## config.mk

```make
export PLATFORM = sky130hd
export DESIGN_NAME = spike_event_packer
export DESIGN_NICKNAME = d
export VERILOG_FILES = /design/src/rtl/spike_pkg.sv /design/src/rtl/spike_evt_fifo.sv /design/src/rtl/spike_event_packer.sv
export SDC_FILE = /design/constraint.sdc
export NUM_CORES = 1
export LEC_CHECK = 0
export ABC_AREA = 1
export CAP_MARGIN = 5
export CORE_ASPECT_RATIO = 1.1
export CORE_MARGIN = 2
export CORE_UTILIZATION = 63
export CTS_CLUSTER_SIZE = 40
export DETAILED_ROUTE_END_ITERATION = 10
export DONT_BUFFER_PORTS = 1
export PLACE_DENSITY = 0.79
export SYNTH_ARGS = -nofsm -noshare
export SYNTH_HDL_FRONTEND = slang
export SYNTH_SLANG_ARGS = --single-unit
```

## constraint.sdc

```tcl
create_clock -name clk -period 4.1 [get_ports clk]
set_input_delay 0.41 -clock clk [delete_from_list [all_inputs] [get_ports clk]]
set_output_delay 0.41 -clock clk [all_outputs]
set_load 0.03 [all_outputs]
```

## src/rtl/spike_pkg.sv

```systemverilog
// Shared widths, sample rate and event-word layout for the spike event packer.
// Event word: {seq, ts}, sequence number in the upper byte.
package spike_pkg;

   localparam int TS_W           = 24;
   localparam int SEQ_W          = 8;
   localparam int EVT_W          = 32;
   localparam int SAMPLE_RATE_HZ = 2000;
   localparam int DROP_CNT_W     = 16;

   localparam int EVT_TS_LSB  = 0;
   localparam int EVT_TS_MSB  = TS_W - 1;
   localparam int EVT_SEQ_LSB = TS_W;
   localparam int EVT_SEQ_MSB = TS_W + SEQ_W - 1;

   typedef struct packed {
      logic [SEQ_W-1:0] seq;
      logic [TS_W-1:0]  ts;
   } evt_word_t;

   function automatic logic [EVT_W-1:0] pack_evt(input logic [SEQ_W-1:0] seq,
                                                 input logic [TS_W-1:0]  ts);
      evt_word_t w;
      w.seq = seq;
      w.ts  = ts;
      return w;
   endfunction

endpackage

```

## src/rtl/spike_evt_fifo.sv

```systemverilog
// Synchronous first-word-fall-through buffer; the head entry is visible on o_data
// whenever the buffer is non-empty, and o_data reads zero when empty.
module spike_evt_fifo #(
   parameter int WIDTH = 32,
   parameter int DEPTH = 8
) (
   input  logic                   clk,
   input  logic                   rst,
   input  logic                   i_push,
   input  logic [WIDTH-1:0]       i_data,
   input  logic                   i_pop,
   output logic [WIDTH-1:0]       o_data,
   output logic                   o_full,
   output logic                   o_empty,
   output logic [$clog2(DEPTH):0] o_level
);

   localparam int AW = $clog2(DEPTH);

   logic [WIDTH-1:0] r_mem [DEPTH];
   logic [AW-1:0]    r_wr_ptr;
   logic [AW-1:0]    r_rd_ptr;
   logic [AW:0]      r_level;
   logic             w_do_push;
   logic             w_do_pop;

   assign o_empty   = (r_level == '0);
   assign o_full    = (r_level == (AW+1)'(DEPTH));
   assign o_level   = r_level;
   assign w_do_pop  = i_pop && !o_empty;
   // When full, a same-cycle pop frees the slot the write lands in.
   assign w_do_push = i_push && (!o_full || w_do_pop);
   assign o_data    = o_empty ? '0 : r_mem[r_rd_ptr];

   // NOTE: storage is deliberately not reset; level and pointers alone decide validity.
   always_ff @(posedge clk) begin
      if (w_do_push) r_mem[r_wr_ptr] <= i_data;
   end

   always_ff @(posedge clk) begin
      if (rst) begin
         r_wr_ptr <= '0;
         r_rd_ptr <= '0;
         r_level  <= '0;
      end else begin
         if (w_do_push) r_wr_ptr <= r_wr_ptr + 1'b1;
         if (w_do_pop)  r_rd_ptr <= r_rd_ptr + 1'b1;
         case ({w_do_push, w_do_pop})
            2'b10:   r_level <= r_level + 1'b1;
            2'b01:   r_level <= r_level - 1'b1;
            default: r_level <= r_level;
         endcase
      end
   end

endmodule

```

## src/rtl/spike_event_packer.sv

```systemverilog
// Timestamps spike pulses into {seq, ts} event words and buffers them for a valid/ready consumer.
// Optional macro SPIKE_EVT_DROP_CNT_EN adds a saturating drop_count output.
module spike_event_packer
   import spike_pkg::*;
#(
   parameter int FIFO_DEPTH = 8
) (
   input  logic                        clk,
   input  logic                        rst,
   input  logic                        spike_detected,
   input  logic                        evt_ready,
   input  logic                        ovf_clr,
   output logic                        evt_valid,
   output logic [EVT_W-1:0]            evt_data,
   output logic                        overflow,
   output logic [$clog2(FIFO_DEPTH):0] fifo_level
`ifdef SPIKE_EVT_DROP_CNT_EN
   ,
   output logic [DROP_CNT_W-1:0]       drop_count
`endif
);

   logic [TS_W-1:0]  r_ts;
   logic [SEQ_W-1:0] r_seq;
   logic             r_overflow;
   logic             w_spike;
   logic             w_pop;
   logic             w_push;
   logic             w_drop;
   logic             w_full;
   logic             w_empty;

   assign w_spike = spike_detected && !rst;
   assign w_pop   = evt_valid && evt_ready;
   assign w_push  = w_spike && (!w_full || w_pop);
   assign w_drop  = w_spike && w_full && !w_pop;

   // NOTE: sequential state uses non-blocking assignments so every register samples pre-edge values.
   always_ff @(posedge clk) begin
      if (rst) begin
         r_ts  <= '0;
         r_seq <= '0;
      end else begin
         r_ts <= r_ts + 1'b1;
         if (spike_detected) r_seq <= r_seq + 1'b1;
      end
   end

   // A drop in the same cycle as a clear keeps the flag set.
   always_ff @(posedge clk) begin
      if (rst)          r_overflow <= 1'b0;
      else if (w_drop)  r_overflow <= 1'b1;
      else if (ovf_clr) r_overflow <= 1'b0;
   end

   assign overflow = r_overflow;

`ifdef SPIKE_EVT_DROP_CNT_EN
   logic [DROP_CNT_W-1:0] r_drop_cnt;

   always_ff @(posedge clk) begin
      if (rst) begin
         r_drop_cnt <= '0;
      end else if (w_drop) begin
         if (r_drop_cnt != '1) r_drop_cnt <= r_drop_cnt + 1'b1;
      end else if (ovf_clr) begin
         r_drop_cnt <= '0;
      end
   end

   assign drop_count = r_drop_cnt;
`endif

   spike_evt_fifo #(
      .WIDTH (EVT_W),
      .DEPTH (FIFO_DEPTH)
   ) u_fifo (
      .clk     (clk),
      .rst     (rst),
      .i_push  (w_push),
      .i_data  (pack_evt(r_seq, r_ts)),
      .i_pop   (w_pop),
      .o_data  (evt_data),
      .o_full  (w_full),
      .o_empty (w_empty),
      .o_level (fifo_level)
   );

   assign evt_valid = !w_empty;

endmodule

```

Word level (Yosys, flattened, before mapping)
Memories as Yosys holds them, arrays and structs flattened. A register that Yosys moved wholly into a read port is not among the register bits.
Index checks and enable logic that the tools add are counted.
{"block": "totals", "regBits": 43, "ramBits": 256, "output_inout_bits": 38, "memories": 1, "inputBits": 5, "wordCells": 40}
{"memory": "u_fifo.r_mem", "depth": 8, "word_bits": 32, "rd": 1, "rd_clocked_by_memory_dff": 1, "write_ports": 1, "line_no": "spike_evt_fifo.sv:20", "text": "logic [WIDTH-1:0] r_mem [DEPTH];"}
{"block": "op_classes", "n_reduce_logical": 16, "add_sub_neg": 6, "muxes": 8, "n_eq_ne": 3}
{"operator": "$mux W32", "n": 1}
{"operator": "$add A24 B1 Y24 const B", "n": 1}
{"operator": "$add A8 B1 Y8 const B", "n": 1}
{"operator": "$pmux W4 S2", "n": 1}
{"operator": "$logic_and A1 B1 Y1", "n": 7}
{"operator": "$add A3 B1 Y3 const B", "n": 2}
{"operator": "$mux W3", "n": 2}
{"operator": "$add A4 B1 Y4 const B", "n": 1}
{"operator": "$eq A4 B4 Y1 const B", "n": 1}
{"operator": "$logic_not A1 Y1", "n": 4}
{"operator": "$logic_not A4 Y1", "n": 1}
{"operator": "$mux W1", "n": 4}
{"operator": "$reduce_bool A2 Y1", "n": 2}
{"operator": "$sub A4 B1 Y4 const B", "n": 1}
{"operator": "$eq A2 B1 Y1 const B", "n": 1}
{"operator": "$eq A2 B2 Y1 const B", "n": 1}
{"operator": "$logic_or A1 B1 Y1", "n": 2}

Logic depth before layout (Yosys ltp)
Gate-level depths: netlist of run 1.
{"block": "logic_depth", "ltp_word": 8, "depth_mapped": 14, "ltp_nobuf": 14}

Modules after synthesis
A second synthesis of run 1 with hierarchy kept.
{"block": "unflattened", "hier_cells": 1042, "area_unflattened_um2": 12336.8}
{"mod": "spike_evt_fifo", "instances": 1, "cells_each": 819, "seq_area_each_um2": 7947.6, "area_per_inst_um2": 10711.5}
{"mod": "spike_event_packer", "instances": 1, "cells_each": 223, "seq_area_each_um2": 660.6, "area_per_inst_um2": 1625.3}

Worst setup path after synthesis of run 1
OpenSTA, ideal clock, no wires.
{"block": "synth_timing", "kind": "reg-to-reg", "start": "register u_fifo.r_level[1] (netlist: u_fifo.o_level[1])", "end": "memory u_fifo.r_mem[6][0], enable pin", "t_arrival_ns": 3.251, "setup_ns": 0.461, "n_path_buf": 0, "path_slack_ns": 0.388, "required_ns": 3.639, "stages_incl_launch_ff": 5, "cell_sequence": "dfxtp_1 inv_1 nand4_1 nand2_1 nor3_1"}
{"block": "synth_via", "elab_chain_cells": 8, "elab_cells_between_ends": 12}
{"element": "from (decl)", "line_no": "spike_evt_fifo.sv:23", "text": "logic [AW:0] r_level;"}
{"element": "from (signal assigned)", "line_no": "spike_evt_fifo.sv:49", "text": "2'b10: r_level <= r_level + 1'b1;"}
{"element": "from (signal assigned)", "line_no": "spike_evt_fifo.sv:50", "text": "2'b01: r_level <= r_level - 1'b1;"}
{"element": "from (signal assigned)", "line_no": "spike_evt_fifo.sv:51", "text": "default: r_level <= r_level;"}
{"element": "$logic_not A4 Y1", "line_no": "spike_evt_fifo.sv:27", "text": "assign o_empty = (r_level == '0);"}
{"element": "$logic_not A1 Y1", "line_no": "spike_evt_fifo.sv:30, spike_event_packer.sv:89"}
{"element": "$logic_and A1 B1 Y1", "line_no": "spike_event_packer.sv:34", "text": "assign w_pop = evt_valid && evt_ready;"}
{"element": "$logic_or A1 B1 Y1 / $logic_and A1 B1 Y1 (equally long branches)", "line_no": "spike_event_packer.sv:35, spike_evt_fifo.sv:30"}
{"element": "$logic_and A1 B1 Y1 / $logic_or A1 B1 Y1 (equally long branches)", "line_no": "spike_event_packer.sv:35, spike_evt_fifo.sv:32"}
{"element": "$logic_and A1 B1 Y1 *", "line_no": "spike_evt_fifo.sv:32", "text": "assign w_do_push = i_push && (!o_full || w_do_pop);"}
{"element": "$mux W1 *", "line_no": "spike_evt_fifo.sv:37", "text": "if (w_do_push) r_mem[r_wr_ptr] <= i_data;"}
{"element": "$mux W1 (not written as such) *", "line_no": "spike_evt_fifo.sv:37"}
{"element": "to (decl)", "line_no": "spike_evt_fifo.sv:20"}
Mark *: on every way between the ends. The rest lies on a longest branch, timed or not.

Final worst setup path of run 1
{"block": "layout_timing", "start": "register u_fifo.r_level[2] (netlist: u_fifo.o_level[2])", "end": "output port evt_data[22]"}
{"block": "layout_via", "elab_chain_cells": 2}
{"element": "$logic_not A4 Y1", "line_no": "spike_evt_fifo.sv:27"}
{"element": "$mux W32", "line_no": "spike_evt_fifo.sv:33", "text": "assign o_data = o_empty ? '0 : r_mem[r_rd_ptr];"}
{"element": "to (decl)", "line_no": "spike_event_packer.sv:14", "text": "output logic [EVT_W-1:0] evt_data,"}
No other way between the ends.

==> results.yml, run 1 <==
setup_path:
  cp_top_family: "simple AND/OR/NAND/NOR gates"
  reg2reg_depth: 13
  endpoint_kind: "output port"
  rrSetupSlack_ps: 1180
  cp_data_arrival_time_ps: 2810
  start_kind: "flop"
  r2r_start: "u_fifo.o_level[2]"
  cp.required_ps: 3690
  path_cells: "inv_1 > nand4_2 > buf_4 > nand2_1 > nor2_1"
  critPathBufInv: 2
  critPathKind: "flop to output port"
  cpPeakStageDelay_ps: 560
  cp_slowest_cell: "dfxtp_1"
  crit_fanout: 18
  rr_endpoint: "u_fifo.o_level[2]"
worst_hold_path:
  whs_endpoint: "r_ts[12]"
  worstHoldPathCells: 2
  min-delay-start: "rst"
  min_path_type: "input port to flop"
status:
  status: "finished clean"
route:
  highest_layer: "met4"
  avgViaCountPerCell: 6.05
  drt_pass1_iterations: 5
  drtIter0Drc: 738
  wl_per_cell_um: 19.5
  vias: 8101
  wirelength_mm: 26.1
  antenna_left: 0
  drc: 0
  wl_met2_mm: 13.2
  wl_met1_mm: 10.2
  wl_met3_mm: 2.03
synthesis:
  synth_xor_area_frac: 0.00285
  ys_types: 36
  netlist_area_um2: 12300
  synth.avg_cell_area_um2: 11.4
  synthCells: 1076
  synth_fa_ha_area_frac: 0.00712
  synth_compound_area_frac: 0.111
  ys_seq_elements: 302
  synth_top_family_by_area: "simple AND/OR/NAND/NOR gates"
  seq_area_frac_synth: 0.700
  synth.area.mux_share: 0
  yosysWarnings: 0
  synth-simple-area-share: 0.139
  synthesis.nets: 1088
grt:
  antenna_found_initial: 0
  gr-total-overflow: 0
  grt_first_pass_wirelength_mm: 40.9
  grt_max_degree: 65
  grt_pass1_vias: 7930
  grt_usage: 0.260
cts:
  htreeDepth: 1
  clockBufferDepth: 3
  clk_pin_slew_worst_paths_ps: 60
  postCtsSetupRepairBufs: 0
  cts_tree: "yes"
  clock-root-buffer: "clkbuf_16"
  clock-sinks: 302
  clk_latency_ps: 540
  cts_inserted_buffers: 28
floorplanning:
  die-area_um2: 20600
  rows: 53
  coreArea_um2: 19100
  die_h_um: 151
  ios: 43
  dieWidth_um: 137
  initial_utilization: 0.644
flow_run:
  max_cap_violations: 0
sta:
  setup_violations: 0
  skew_ps: 10.3
  timing.final.ws_setup_ps: 879
  min_period_ps: 3220
  finalCritPeriodShare: 0.786
  slew_headroom: 0.284
  final.setup.tns_ps: 0
  max_freq_ghz: 0.310
  hold_violations: 0
  worstMarginPinSlew_ps: 1070
  rsz0062_at_grt: "false"
  drv_slew: 0
  hold_ws_ps: 20.4
place:
  place_hpwl_mm: 14.2
  io_buffers: 0
  dp_cells: 1285
  gp_congestion: 0.808
  pre_cts_slack_ps: 1210
cells_and_area:
  layout-drive-gt1-share: 0.0833
  final_common_cell: "nor2_1"
  final-instance-count-excl-fill: 1339
  final_cell_mix: "nor2_1 (268), edfxtp_1 (256), o21ai_0 (141), nand2_1 (102), dfxtp_1 (43)"
  area_growth_pct: 9.44
  post-route-util: 0.704
  antenna_cells: 0
  num-nets-final: 1083
  nFillCells: 1263
power_and_ir_drop:
  power_density_nw_per_um2: 630
  vdd_drop_max_uv: 510
  p_leak_nw: 4.64
## area by class of cell
type	instances	area (um2)	share of cell area
multi-input combinational	678	3250	0.241
tap	247	309	0.0230
clock inverter	14	149	0.0111
clock buffer	37	796	0.0592
inverter	41	155	0.0115
sequential	302	8610	0.640
timing repair buffer	20	183	0.0136
## metal layers
metal	up-vias	track usage
met2	341	0.440
met5	-	0
met1	3921	0.339
met3	53	0.0434
met4	0	0.100
li1	3786	-
## cells in the mapped netlist, drive strengths merged
master | instances | area (um2)
buf | 30 | 238
and2 | 1 | 6.26
nor2 | 282 | 1100
xor2 | 1 | 8.76
ha | 7 | 87.6
o21ai | 145 | 726
dfxtp | 46 | 921
nor3b | 1 | 7.51
edfxtp | 256 | 7690
o21a | 3 | 22.5
nand3 | 10 | 55.1
o32ai | 1 | 8.76
inv | 41 | 154
o22ai | 32 | 200
clkbuf | 25 | 96.3
o211ai | 32 | 240
nand2 | 105 | 402
nor2b | 1 | 6.26
a211oi | 1 | 7.51
nand3b | 3 | 22.5
a31oi | 1 | 6.26
a21oi | 30 | 150
xnor2 | 3 | 26.3
nor3 | 12 | 60.1
nand4 | 7 | 50.1
## registers in the layout (all words and copies together) (netlist names), named ones only
name             cells
u_fifo.r_wr_ptr      3
r_seq                8
u_fifo.o_level       4
u_fifo.r_mem       256
r_ts                24
overflow             1
u_fifo.r_rd_ptr      3
## logic make-up after synthesis
group / count (synthesis)
AO/OA/AOI/OAI: 245
XOR/XNOR: 4
adder cells (fa/ha/maj): 7
buffers and inverters: 96
flip-flops: 302
AND/OR/NAND/NOR: 422
## power by group
group | internal [mW] | switching [mW] | leakage (nW)
registers | 3.39 | 0.165 | 2.79
logic | 0.540 | 1.76 | 1.39
clock network | 1.55 | 1.07 | 0.466
total | 5.48 | 3.00 | 4.64
## per-stage QoR
step                cell area [um2]  power, mW
detailed placement            12500       5.89
CTS                           13500       8.50
finish                        13500       8.47
global placement              12500       5.81
floorplan                     12300       5.47
global route                  13500       8.83
## what timing repair did
action	in CTS	in global routing
hold endpoints to repair	17	0
hold buffers	3	0
gates resized for setup	0	0
## worst max path at each step
stage,to,start,cells after the start
6_report,evt_data[22],u_fifo.o_level[2],5
3_3_place_gp,u_fifo.o_level[2],u_fifo.o_level[2],13
4_1_cts,evt_data[22],u_fifo.o_level[2],5
2_1_floorplan,u_fifo.r_mem[6][0],u_fifo.o_level[1],4
3_5_place_dp,u_fifo.o_level[2],u_fifo.o_level[2],13
5_1_grt,evt_data[23],flop,5
Power figures use the tool's default switching activity.
==> inputs of run 2 (changes only) <==
==> constraint.sdc (replaced) <==
create_clock -name clk -period 3.2 [get_ports clk]
set_input_delay 0.32 -clock clk [delete_from_list [all_inputs] [get_ports clk]]
set_output_delay 0.32 -clock clk [all_outputs]
set_load 0.03 [all_outputs]
==> run 2 against run 1 <==
Sequential power increased by 28%. Non-clock buffer count increased by 19. Clock power rose by 28%. Power is 31% higher. Final cell count increased by 1.6%. First-iteration DRC count down 4.1%. Critical endpoint is now evt_data[28]. Largest power group unchanged.
==> results.yml, run 2 (synthesis gave the netlist of run 1 again) <==
cells_and_area:
  num-nets-final: 1103
  final_common_cell: "nor2_1"
  ff_latch_area_um2: 8610
  antenna_cells: 0
  layout-drive-gt1-share: 0.0988
  area_growth_pct: 10.8
  stdcell_area_um2: 13600
  final_cell_mix: "nor2_1 (268), edfxtp_1 (256), o21ai_0 (141), nand2_1 (102), dfxtp_1 (43)"
  multiInputGateArea_um2: 3250
  nFillCells: 1253
  largest_register_ffs: 256
  reg_top3: "u_fifo.r_mem (256), r_ts (24), r_seq (8)"
  top_register: "u_fifo.r_mem"
floorplanning:
  dieWidth_um: 137
  die-area_um2: 20600
  die_h_um: 151
  rows: 53
  coreArea_um2: 19100
  ios: 43
  initial_utilization: 0.644
cts:
  clock-root-buffer: "clkbuf_16"
  clock-sinks: 302
  cts_inserted_buffers: 29
  cts_tree: "yes"
  htreeDepth: 1
  cts-resized-gates: 0
  postCtsSetupRepairBufs: 0
  clk_pin_slew_worst_paths_ps: 60
  clockBufferDepth: 3
  clk_latency_ps: 540
worst_hold_path:
  worstHoldPathCells: 3
  min_path_type: "input port to flop"
  min-delay-start: "evt_ready"
setup_path:
  cp.required_ps: 2880
  endpoint_kind: "output port"
  cp_slowest_cell: "dfxtp_2"
  rr_endpoint: "u_fifo.o_level[2]"
  rrSetupSlack_ps: 590
  r2r_start: "u_fifo.o_level[3]"
  crit_fanout: 42
  start_kind: "flop"
  path_cells: "buf_4 > o21ai_0 > o211ai_1 > nand2_1 > nor2_1"
  reg2reg_depth: 13
  cpPeakStageDelay_ps: 870
  cp_data_arrival_time_ps: 2670
  critPathKind: "flop to output port"
grt:
  grt_usage: 0.263
  grt_first_pass_wirelength_mm: 41.4
  gr-total-overflow: 0
  antenna_found_initial: 0
  grt_pass1_vias: 7950
  grt_max_degree: 129
power_and_ir_drop:
  p_leak_nw: 4.77
  power_density_nw_per_um2: 816
  vdd_drop_max_uv: 499
route:
  drc: 0
  wl_per_cell_um: 19.5
  avgViaCountPerCell: 6.06
  drtIter0Drc: 708
  wirelength_mm: 26.5
  drt_pass1_iterations: 5
  antenna_left: 0
  vias: 8240
place:
  gp_congestion: 0.812
  io_buffers: 0
  placed_cell_area_um2: 12600
  place_hpwl_mm: 14.2
sta:
  rsz0062_at_grt: "false"
  finalCritPeriodShare: 0.934
  slew_headroom: 0.252
  setup_violations: 0
  drv_slew: 0
  worstMarginPinSlew_ps: 1120
  min_period_ps: 2990
  hold_violations: 0
  max_freq_ghz: 0.335
  skew_ps: 8.66
  final.setup.tns_ps: 0
status:
  status: "finished clean"
flow_run:
  max_cap_violations: 0
-- run 2: stage by stage --
step	cells	util	worst slack, ps	total power [mW]	hold WS, ps
final	1360	0.713	212	11.1	40.3
after global routing	1360	0.713	73.0	11.6	44.3
after CTS	1360	0.713	208	11.1	28.8
after detailed placement	1304	0.662	672	7.80	396
after global placement	1304	0.662	750	7.70	395
after floorplan	1076	-	-512	7.01	409
-- run 2: worst max path at each step --
stage                               to         startpoint  cells past startpoint
floorplan           u_fifo.r_mem[6][0]  u_fifo.o_level[1]                      4
global placement     u_fifo.o_level[2]  u_fifo.o_level[3]                     13
detailed placement   u_fifo.o_level[2]  u_fifo.o_level[3]                     13
CTS                       evt_data[28]               flop                      5
global route              evt_data[28]               flop                      5
finish                    evt_data[28]               flop                      5
-- run 2: critical path, delay by kind of cell, from the launching register on --
kind                   cells  cell delay [ps]
buffers and inverters      1              380
AND/OR/NAND/NOR            2              500
AO/OA/AOI/OAI              2              360
flip-flops                 1              870
-- run 2: repair_timing --
action                                  4_1_cts  5_1_grt
hold buffers                                  3        0
hold endpoints to repair                     24        0
endpoints found under the setup margin        0        0
-- run 2: layout make-up --
type | instances | area share
Sequential cell | 302 | 0.632
Multi-Input combinational cell | 678 | 0.238
Clock buffer | 32 | 0.0541
Timing Repair Buffer | 39 | 0.0257
Tap cell | 247 | 0.0227
Clock inverter | 21 | 0.0153
Inverter | 41 | 0.0114
-- run 2: power by group --
| part | switching (mW) | internal [mW] |
|---|---|---|
| combinational | 2.34 | 0.882 |
| sequential | 0.185 | 4.34 |
| clock | 1.38 | 1.98 |
-- run 2: layer usage --
metal	vias to the layer above	wire length [um]	part of all wire	track usage
met1	4021	10400	0.39	0.342
met2	336	13600	0.51	0.452
li1	3829	-	-	-
met4	0	589	0.022	0.0876
met5	-	0	0	0
met3	54	1850	0.070	0.0424
==> inputs of run 3 (changes only) <==
==> constraint.sdc (replaced) <==
create_clock -name clk -period 3.1 [get_ports clk]
set_input_delay 0.62 -clock clk [delete_from_list [all_inputs] [get_ports clk]]
set_output_delay 0.62 -clock clk [all_outputs]
set_load 0.03 [all_outputs]
==> run 3 against run 2 <==
Count of clock-buffer cells in the layout grew 2. Largest power group unchanged. Via count increased by 0.56%. Sequential share of layout area fell by 0.99 points. First-iteration DRC count rose by 29%. Combinational power grew 14%. Final cell count increased by 1.4%. Sequential cell count did not move.
==> results.yml, run 3 (synthesis gave the netlist of run 1 again) <==
cells_and_area:
  final_common_cell: "nor2_1"
  nFillCells: 1241
  antenna_cells: 0
  area_growth_pct: 12.6
  reg_top3: "u_fifo.r_mem (256), r_ts (24), r_seq (8)"
  final-instance-count-excl-fill: 1379
  num-nets-final: 1122
  multiInputGateArea_um2: 3250
  ff_latch_area_um2: 8620
  largest_register_ffs: 256
  top_register: "u_fifo.r_mem"
  stdcell_area_um2: 13800
  final_cell_mix: "nor2_1 (266), edfxtp_1 (256), o21ai_0 (141), nand2_1 (102), buf_4 (51)"
  layout-drive-gt1-share: 0.120
route:
  vias: 8286
  wirelength_mm: 26.6
  avgViaCountPerCell: 6.01
  antenna_left: 0
  drc: 0
  drtIter0Drc: 911
  drt_pass1_iterations: 6
  wl_per_cell_um: 19.3
floorplanning:
  die-area_um2: 20600
  dieWidth_um: 137
  ios: 43
  die_h_um: 151
  rows: 53
  coreArea_um2: 19100
  initial_utilization: 0.644
sta:
  timing.final.ws_setup_ps: 124
  max_freq_ghz: 0.336
  worstMarginPinSlew_ps: 764
  slew_headroom: 0.491
  min_period_ps: 2980
  drv_slew: 0
  hold_violations: 0
  setup_violations: 0
  rsz0062_at_grt: "false"
  skew_ps: 17.6
  final.setup.tns_ps: 0
  finalCritPeriodShare: 0.960
grt:
  grt_first_pass_wirelength_mm: 41.4
  grt_pass1_vias: 8038
  grt_max_degree: 129
  grt_usage: 0.262
  gr-total-overflow: 0
  antenna_found_initial: 0
power_and_ir_drop:
  p_leak_nw: 4.89
  power_density_nw_per_um2: 854
  vdd_drop_max_uv: 712
  power_mw: 11.8
setup_path:
  crit_fanout: 128
  start_kind: "flop"
  endpoint_kind: "output port"
  r2r_start: "u_fifo.o_level[3]"
  critPathKind: "flop to output port"
  cp_data_arrival_time_ps: 2360
  cp.required_ps: 2480
worst_hold_path:
  min-delay-start: "rst"
  min_path_type: "input port to flop"
cts:
  clock-sinks: 302
  clockBufferDepth: 3
  postCtsSetupRepairBufs: 0
  cts_inserted_buffers: 28
  htreeDepth: 1
  cts_tree: "yes"
  clk_latency_ps: 540
  cts_hold_buf: 0
  clock-root-buffer: "clkbuf_16"
  clk_pin_slew_worst_paths_ps: 60
place:
  placed_cell_area_um2: 12900
  dp_cells: 1327
  gp_congestion: 0.781
  place_hpwl_mm: 14.5
  io_buffers: 0
  pre_cts_slack_ps: 462
flow_run:
  max_cap_violations: 0
status:
  status: "finished clean"
run 3: critical path: stages, from the launching register on:
cell and delay, ps:
dfxtp_4 380, buf_12 440, nor2_1 110, nor2_1 120, o21ai_0 120, o211ai_1 140, nand2_1 80, nor2_1 200
buf_4 200
run 3: stage by stage:
step / util / hold WS, ps
after detailed placement: 0.674 / 477
final: 0.725 / 150
after global placement: 0.674 / 478
after global routing: 0.725 / 130
after CTS: 0.724 / 129
after floorplan: - / 448
run 3: timing repair:
item / 4_1_cts / 5_1_grt
resized for setup: 1 / 3
cloned: 0 / 0
endpoints found under the setup margin: 11 / 4
run 3: final cells by class:
cell class | instances | area share
Clock buffer | 34 | 0.0552
Clock inverter | 18 | 0.0145
Inverter | 41 | 0.0113
Multi-Input combinational cell | 678 | 0.235
Sequential cell | 302 | 0.623
Tap cell | 247 | 0.0223
Timing Repair Buffer | 59 | 0.0392
run 3: path summary, 6_finish.rpt:
check / to / slack (ps) / cells past startpoint
worst max-delay path: evt_data[6] / 120 / 8
worst min-delay path: r_ts[0] / 150 / 1
worst max register to register: u_fifo.o_level[2] / 440 / 13
worst min register to register: flop / 490 / 2
run 3: where the power goes:
group	leakage [nW]	switching [mW]	internal [mW]
clock network	0.475	1.43	2.09
registers	2.80	0.138	4.48
logic	1.61	2.50	1.17
total	4.89	4.07	7.75
run 3: per-layer routing:
metal	share of wire	track usage	wire (um)
met5	0	0	0
met4	0.024	0.0923	632
met3	0.073	0.0354	1940
met2	0.52	0.454	13700
met1	0.39	0.340	10300
